===== src/rtl/uart_tx_sched_pkg.sv =====
// Shared constants for the UART transmit scheduler: FSM encoding, source IDs,
// start-timeout length and the round-robin pick helper.
package uart_tx_sched_pkg;

    localparam logic [2:0] ST_IDLE       = 3'd0;
    localparam logic [2:0] ST_LAUNCH     = 3'd1;
    localparam logic [2:0] ST_WAIT_START = 3'd2;
    localparam logic [2:0] ST_WAIT_DONE  = 3'd3;
    localparam logic [2:0] ST_GAP        = 3'd4;

    localparam logic SRC_A = 1'b0;
    localparam logic SRC_B = 1'b1;

    localparam int unsigned START_TIMEOUT = 16;
    localparam int          TMO_W         = 4;

    // With both sources ready the preferred one wins, otherwise whichever is ready.
    function automatic logic rr_pick(input logic a_rdy, input logic b_rdy, input logic pref);
        return (a_rdy && b_rdy) ? pref : (b_rdy ? SRC_B : SRC_A);
    endfunction

endpackage


===== src/rtl/uart_byte_fifo.sv =====
// Byte FIFO for one scheduler source; writes into a full FIFO are dropped and
// latch a sticky overflow flag.
module uart_byte_fifo
    import uart_tx_sched_pkg::*;
#(
    parameter int DEPTH_LOG2 = 3
) (
    input  logic       clk,
    input  logic       rst_n,
    input  logic [7:0] wr_data,
    input  logic       wr,
    output logic       full,
    input  logic       rd,
    output logic [7:0] rd_data,
    output logic       empty,
    output logic       ovf
);

    localparam int DEPTH = 1 << DEPTH_LOG2;
    localparam logic [DEPTH_LOG2:0] PTR_ONE = {{DEPTH_LOG2{1'b0}}, 1'b1};

    logic [7:0]          mem [DEPTH];
    logic [DEPTH_LOG2:0] wr_ptr;
    logic [DEPTH_LOG2:0] rd_ptr;
    logic                push;
    logic                pop;

    // Extra pointer MSB distinguishes full from empty when the indices match.
    assign empty   = (wr_ptr == rd_ptr);
    assign full    = (wr_ptr[DEPTH_LOG2] != rd_ptr[DEPTH_LOG2]) &&
                     (wr_ptr[DEPTH_LOG2-1:0] == rd_ptr[DEPTH_LOG2-1:0]);
    assign push    = wr && !full;
    assign pop     = rd && !empty;
    assign rd_data = mem[rd_ptr[DEPTH_LOG2-1:0]];

    always_ff @(posedge clk or negedge rst_n) begin
        if (!rst_n) begin
            wr_ptr <= '0;
            rd_ptr <= '0;
            ovf    <= 1'b0;
        end else begin
            if (push)
                wr_ptr <= wr_ptr + PTR_ONE;
            if (pop)
                rd_ptr <= rd_ptr + PTR_ONE;
            if (wr && full)
                ovf <= 1'b1;
        end
    end

    always_ff @(posedge clk) begin
        if (push)
            mem[wr_ptr[DEPTH_LOG2-1:0]] <= wr_data;
    end

endmodule


===== src/rtl/uart_tx_sched.sv =====
// Round-robin scheduler sharing one UART byte transmitter between the encoder
// packer (A) and the debug pattern source (B).
//
// state         | meaning
// ST_IDLE       | waiting for tx_idle and a queued byte; grants and pops
// ST_LAUNCH     | wrsig pulse, dataout already holds the byte
// ST_WAIT_START | waiting for the transmitter to go busy (16-cycle timeout)
// ST_WAIT_DONE  | waiting for the transmitter to return idle
// ST_GAP        | inter-byte gap down-counter
module uart_tx_sched
    import uart_tx_sched_pkg::*;
#(
    parameter int DEPTH_LOG2 = 3,
    parameter int GAP_CYCLES = 254,
    parameter int CNT_W      = 8
) (
    input  logic       clk,
    input  logic       rst_n,
    input  logic [7:0] a_data,
    input  logic       a_wr,
    output logic       a_full,
    input  logic [7:0] b_data,
    input  logic       b_wr,
    output logic       b_full,
    input  logic       tx_idle,
    output logic [7:0] dataout,
    output logic       wrsig,
    output logic       busy,
    output logic [1:0] ovf
);

    localparam logic [CNT_W-1:0] GAP_LOAD  = CNT_W'(GAP_CYCLES);
    localparam logic [CNT_W-1:0] GAP_ONE   = CNT_W'(1);
    localparam logic [TMO_W-1:0] TMO_LOAD  = TMO_W'(START_TIMEOUT - 1);
    localparam logic [TMO_W-1:0] TMO_ONE   = TMO_W'(1);
    localparam logic [2:0]       POST_XFER = (GAP_CYCLES == 0) ? ST_IDLE : ST_GAP;

    logic [2:0]       state;
    logic             rr_pref;
    logic [CNT_W-1:0] gap_cnt;
    logic [TMO_W-1:0] tmo_cnt;
    logic [7:0]       a_q;
    logic [7:0]       b_q;
    logic             a_empty;
    logic             b_empty;
    logic             a_ovf;
    logic             b_ovf;
    logic             grant_go;
    logic             grant_src;
    logic             a_rd;
    logic             b_rd;

    uart_byte_fifo #(.DEPTH_LOG2(DEPTH_LOG2)) u_fifo_a (
        .clk     (clk),
        .rst_n   (rst_n),
        .wr_data (a_data),
        .wr      (a_wr),
        .full    (a_full),
        .rd      (a_rd),
        .rd_data (a_q),
        .empty   (a_empty),
        .ovf     (a_ovf)
    );

    uart_byte_fifo #(.DEPTH_LOG2(DEPTH_LOG2)) u_fifo_b (
        .clk     (clk),
        .rst_n   (rst_n),
        .wr_data (b_data),
        .wr      (b_wr),
        .full    (b_full),
        .rd      (b_rd),
        .rd_data (b_q),
        .empty   (b_empty),
        .ovf     (b_ovf)
    );

    assign grant_go  = (state == ST_IDLE) && tx_idle && (!a_empty || !b_empty);
    assign grant_src = rr_pick(!a_empty, !b_empty, rr_pref);
    assign a_rd      = grant_go && (grant_src == SRC_A);
    assign b_rd      = grant_go && (grant_src == SRC_B);
    assign wrsig     = (state == ST_LAUNCH);
    assign busy      = (state != ST_IDLE) || !a_empty || !b_empty;
    assign ovf       = {b_ovf, a_ovf};

    always_ff @(posedge clk or negedge rst_n) begin
        if (!rst_n) begin
            state   <= ST_IDLE;
            rr_pref <= SRC_A;
            gap_cnt <= '0;
            tmo_cnt <= '0;
            dataout <= 8'h00;
        end else begin
            case (state)
                ST_IDLE: begin
                    if (grant_go) begin
                        dataout <= (grant_src == SRC_A) ? a_q : b_q;
                        rr_pref <= ~grant_src;
                        state   <= ST_LAUNCH;
                    end
                end
                ST_LAUNCH: begin
                    tmo_cnt <= TMO_LOAD;
                    state   <= ST_WAIT_START;
                end
                ST_WAIT_START: begin
                    // A transmitter that never drops idle is assumed to have taken the byte.
                    if (!tx_idle) begin
                        state <= ST_WAIT_DONE;
                    end else if (tmo_cnt == '0) begin
                        gap_cnt <= GAP_LOAD;
                        state   <= POST_XFER;
                    end else begin
                        tmo_cnt <= tmo_cnt - TMO_ONE;
                    end
                end
                ST_WAIT_DONE: begin
                    if (tx_idle) begin
                        gap_cnt <= GAP_LOAD;
                        state   <= POST_XFER;
                    end
                end
                ST_GAP: begin
                    gap_cnt <= gap_cnt - GAP_ONE;
                    if (gap_cnt <= GAP_ONE)
                        state <= ST_IDLE;
                end
                default: state <= ST_IDLE;
            endcase
        end
    end

endmodule


===== config.mk =====
export PLATFORM = sky130hd
export DESIGN_NAME = uart_tx_sched
export DESIGN_NICKNAME = d
export VERILOG_FILES = /design/src/rtl/uart_tx_sched_pkg.sv /design/src/rtl/uart_byte_fifo.sv /design/src/rtl/uart_tx_sched.sv
export SDC_FILE = /design/constraint.sdc
export NUM_CORES = 1
export LEC_CHECK = 0
export CORE_ASPECT_RATIO = 0.7
export CORE_UTILIZATION = 60
export CTS_CLUSTER_SIZE = 24
export DETAILED_ROUTE_END_ITERATION = 16
export GPL_ROUTABILITY_DRIVEN = 0
export HOLD_SLACK_MARGIN = 0.05
export PLACE_DENSITY = 0.82
export SETUP_SLACK_MARGIN = 0.4
export SYNTH_ARGS = -nofsm -noshare
export SYNTH_HDL_FRONTEND = slang
export SYNTH_SLANG_ARGS = --single-unit

===== constraint.sdc =====
create_clock -name clk -period 3.01 [get_ports clk]
set_input_delay 0.301 -clock clk [delete_from_list [all_inputs] [get_ports clk]]
set_output_delay 0.301 -clock clk [all_outputs]
set_load 0.1 [all_outputs]

==> flow_metrics.tcl <==
set metrics [dict create \
    status "complete, no violations" \
    fin_crit_sh_pct 77.5 \
    final_cell_mix "edfxtp_1 (128), dfrtp_1 (42), buf_4 (35)" \
    ys_seq_elements 170 \
    die_area_sq_mm 0.0125 \
    leakage_nw 3.03 \
    hold_viol 0 \
    synth_seq_area_share_pct 67.9 \
    cts_sinks 170 \
    use_met1_pct 35.0 \
    rsz0062_at_grt "no" \
    cp.required_ps 2710 \
    synth_enable_flop_cells 128 \
    syn_inst 413 \
    startpoint_type "flop" \
    power_density_mw_per_mm2 1060 \
    gr-usage-met3_pct 5.45 \
    synth_fa_ha_area_share_pct 1.22 \
    io_buffers 34 \
    end_kind "output port" \
    r2r_start "u_fifo_a.rd_ptr[0]$_DFFE_PN0P_" \
    worstMarginPinSlew_ps 958 \
    cts_made_buffers 17 \
    cp_slowest_stage_delay_ps 680 \
    slowest_stage "dfrtp_1" \
    clk_pin_slew_ps 70 \
    fmax_ghz 0.429 \
    synth_ff_type "edfxtp_1" \
    rows 33 \
    clockBufferDepth 2 \
    drive_above_1_share_pct 23.4 \
    r2r_cells 4 \
    path_cells "xnor2_4, nand4_1, nand4bb_1, buf_12" \
    drt_first_pass_iters 4 \
    clk_latency_ps 420 \
    synthesis.area_sq_mm 0.00721 \
    layout_min_cycle_time_ps 2330 \
    hp-class "input pin to async pin" \
    drv_cap 0 \
    overflow 0 \
    grt_pass1_wl_um 22100 \
    cp.arrival_ps 2030 \
    vias 3900 \
    wl_um 14200 \
    syn-num-nets 441 \
    ir_worst_vdd_v 0.000612 \
    synth_top_family_by_area "multiplexers" \
    synthMuxAreaShare_pct 13.7 \
    avgSynthCellArea_sq_um 17.4 \
    hpwl_um 9200 \
    async_flop_share_pct 24.7 \
    reg2reg_slack_ps 760 \
    postCtsHoldBufs 0 \
    first_iter_violations 305 \
    yosys.area_share.simple_pct 6.74 \
    antenna_cells 0 \
    ys_types 52 \
    cts_resized 0 \
    crit_type "flop to output port" \
    htree_levels 4 \
    cts_tree "built" \
    use_met2_pct 39.2 \
    busiest_layer "met2" \
    die_w_um 133 \
    synth_compound_area_share_pct 4.41 \
    r2r_end "u_fifo_a.mem[7][3]$_DFFE_PP_" \
    max_slew_margin_pct 35.9 \
    wl_per_cell_um 22.1 \
    start_util_pct 61.7 \
    yosys_warnings 0 \
    finalSetupViolations 0 \
    post-cts-setup-buffers 0 \
    grt_max_degree 43 \
    ant_nets 0 \
    antenna_found_initial 0 \
    via_per_inst 6.09 \
    drv_slew 0 \
    synthXorXnorAreaFrac_pct 3.47 \
    fin_worst_skew_ps 9.32 \
    core_area_sq_mm 0.0117 \
    place_inst 608 \
    drc 0 \
    ios 35 \
    nets 498 \
    die_h_um 93.7 \
    mostFrequentLayoutCell "edfxtp_1" \
    cts_root_buffer "clkbuf_16" \
    finalSetupTns_ps 0 \
    areaGrowthSynthToFinish_pct 16.1 \
    grt_pass1_vias 3904 \
    fin_cells 640 \
    grt.total_usage_pct 24.8 \
    cp_max_fo 7 \
]
[worst max-delay path, delay by kind of cell, from the launching register on]
kind | cells | cell delay (ps)
AND/OR/NAND/NOR | 2 | 510
flip-flops | 1 | 680
XOR/XNOR | 1 | 200
buffers and inverters | 1 | 230
[registers in the layout (all words and copies together) (netlist names)]
signal and cells:
u_fifo_a.wr_ptr 4, u_fifo_b.mem 64, u_fifo_a.mem 64, u_fifo_a.rd_ptr 4, u_fifo_b.rd_ptr 4, u_fifo_b.wr_ptr 4
tmo_cnt 4, dataout 8, u_fifo_a.ovf 1, gap_cnt 8, rr_pref 1, u_fifo_b.ovf 1
state 3
[metal layers]
| layer | part of all wire (%) | wire, um |
|---|---|---|
| met1 | 44 | 6260 |
| met2 | 48 | 6770 |
| met3 | 6.6 | 939 |
| met4 | 1.4 | 193 |
| met5 | 0 | 0 |
[power by group]
group | leakage [nW] | internal, mW | switching, mW
clock network | 0.295 | 1.20 | 0.978
logic | 1.09 | 1.28 | 1.98
registers | 1.64 | 3.04 | 0.401
[synthesized netlist by cell type (2+ instances only)]
library cell	count	area [sq um]
a22o_1	8	70.1
a21oi_2	5	43.8
mux4_1	13	342
inv_1	9	33.8
nand2b_1	8	50.1
clkbuf_1	2	7.51
o21ai_0	12	60.1
buf_4	6	45.0
nor3_2	2	20.0
nor2_1	23	86.3
a41oi_2	2	32.5
ha_1	7	87.6
xnor2_2	4	65.1
mux2i_1	17	170
nor3_1	8	40.0
xor2_1	10	87.6
dfrtp_1	42	1050
xnor2_1	8	70.1
mux2_2	2	22.5
or2_1	2	12.5
mux2_1	2	22.5
a21o_1	3	22.5
mux4_2	19	428
edfxtp_1	128	3840
nand4_1	2	12.5
buf_2	6	30.0
a21oi_1	10	50.1
nand3b_1	2	15.0
nor3b_2	2	25.0
nand2_1	21	78.8
nor3b_1	2	15.0
nand3_1	3	15.0
buf_6	4	45.0
[per-stage QoR]
step                      area (sq um)  power, mW  hold slack (ps)  utilization (%)  setup WS (ps)
after CTS                         8370       8.90             66.7             71.6            646
after global placement            7770       6.56              443             66.5            846
after floorplan                   7210       5.91             5.41                -            577
final                             8370       8.87             36.6             71.6            677
after global routing              8370       9.24              113             71.6            584
after detailed placement          7770       6.70              463             66.5            756
[worst max-delay path by stage]
stage	to	start	depth (start not counted)
2_1_floorplan	u_fifo_a.ovf$_DFFE_PN0P_	u_fifo_a.rd_ptr[1]$_DFFE_PN0P_	5
3_3_place_gp	u_fifo_a.mem[7][3]$_DFFE_PP_	a_wr	5
3_5_place_dp	u_fifo_a.mem[7][6]$_DFFE_PP_	a_wr	5
4_1_cts	busy	u_fifo_a.rd_ptr[0]$_DFFE_PN0P_	4
5_1_grt	busy	u_fifo_a.rd_ptr[0]$_DFFE_PN0P_	4
6_report	busy	u_fifo_a.rd_ptr[0]$_DFFE_PN0P_	4
[cells by family (layout without fill, tap and decap cells)]
family	after synthesis	count (layout)
buf+inv	29	99
flops	170	170
mux	53	53
compound gates	45	45
xor+xnor	23	23
fa+ha+maj	7	7
simple gates	86	86
[layout make-up]
class | instances | area [sq um]
clock buffers | 18 | 429
clock inverters | 14 | 169
fillers | 694 | 3320
inverters | 9 | 33.8
multi-input cells | 214 | 2130
flip-flops and latches | 170 | 4890
well taps | 157 | 196
repair buffers | 58 | 508
Power figures use the tool's default switching activity.
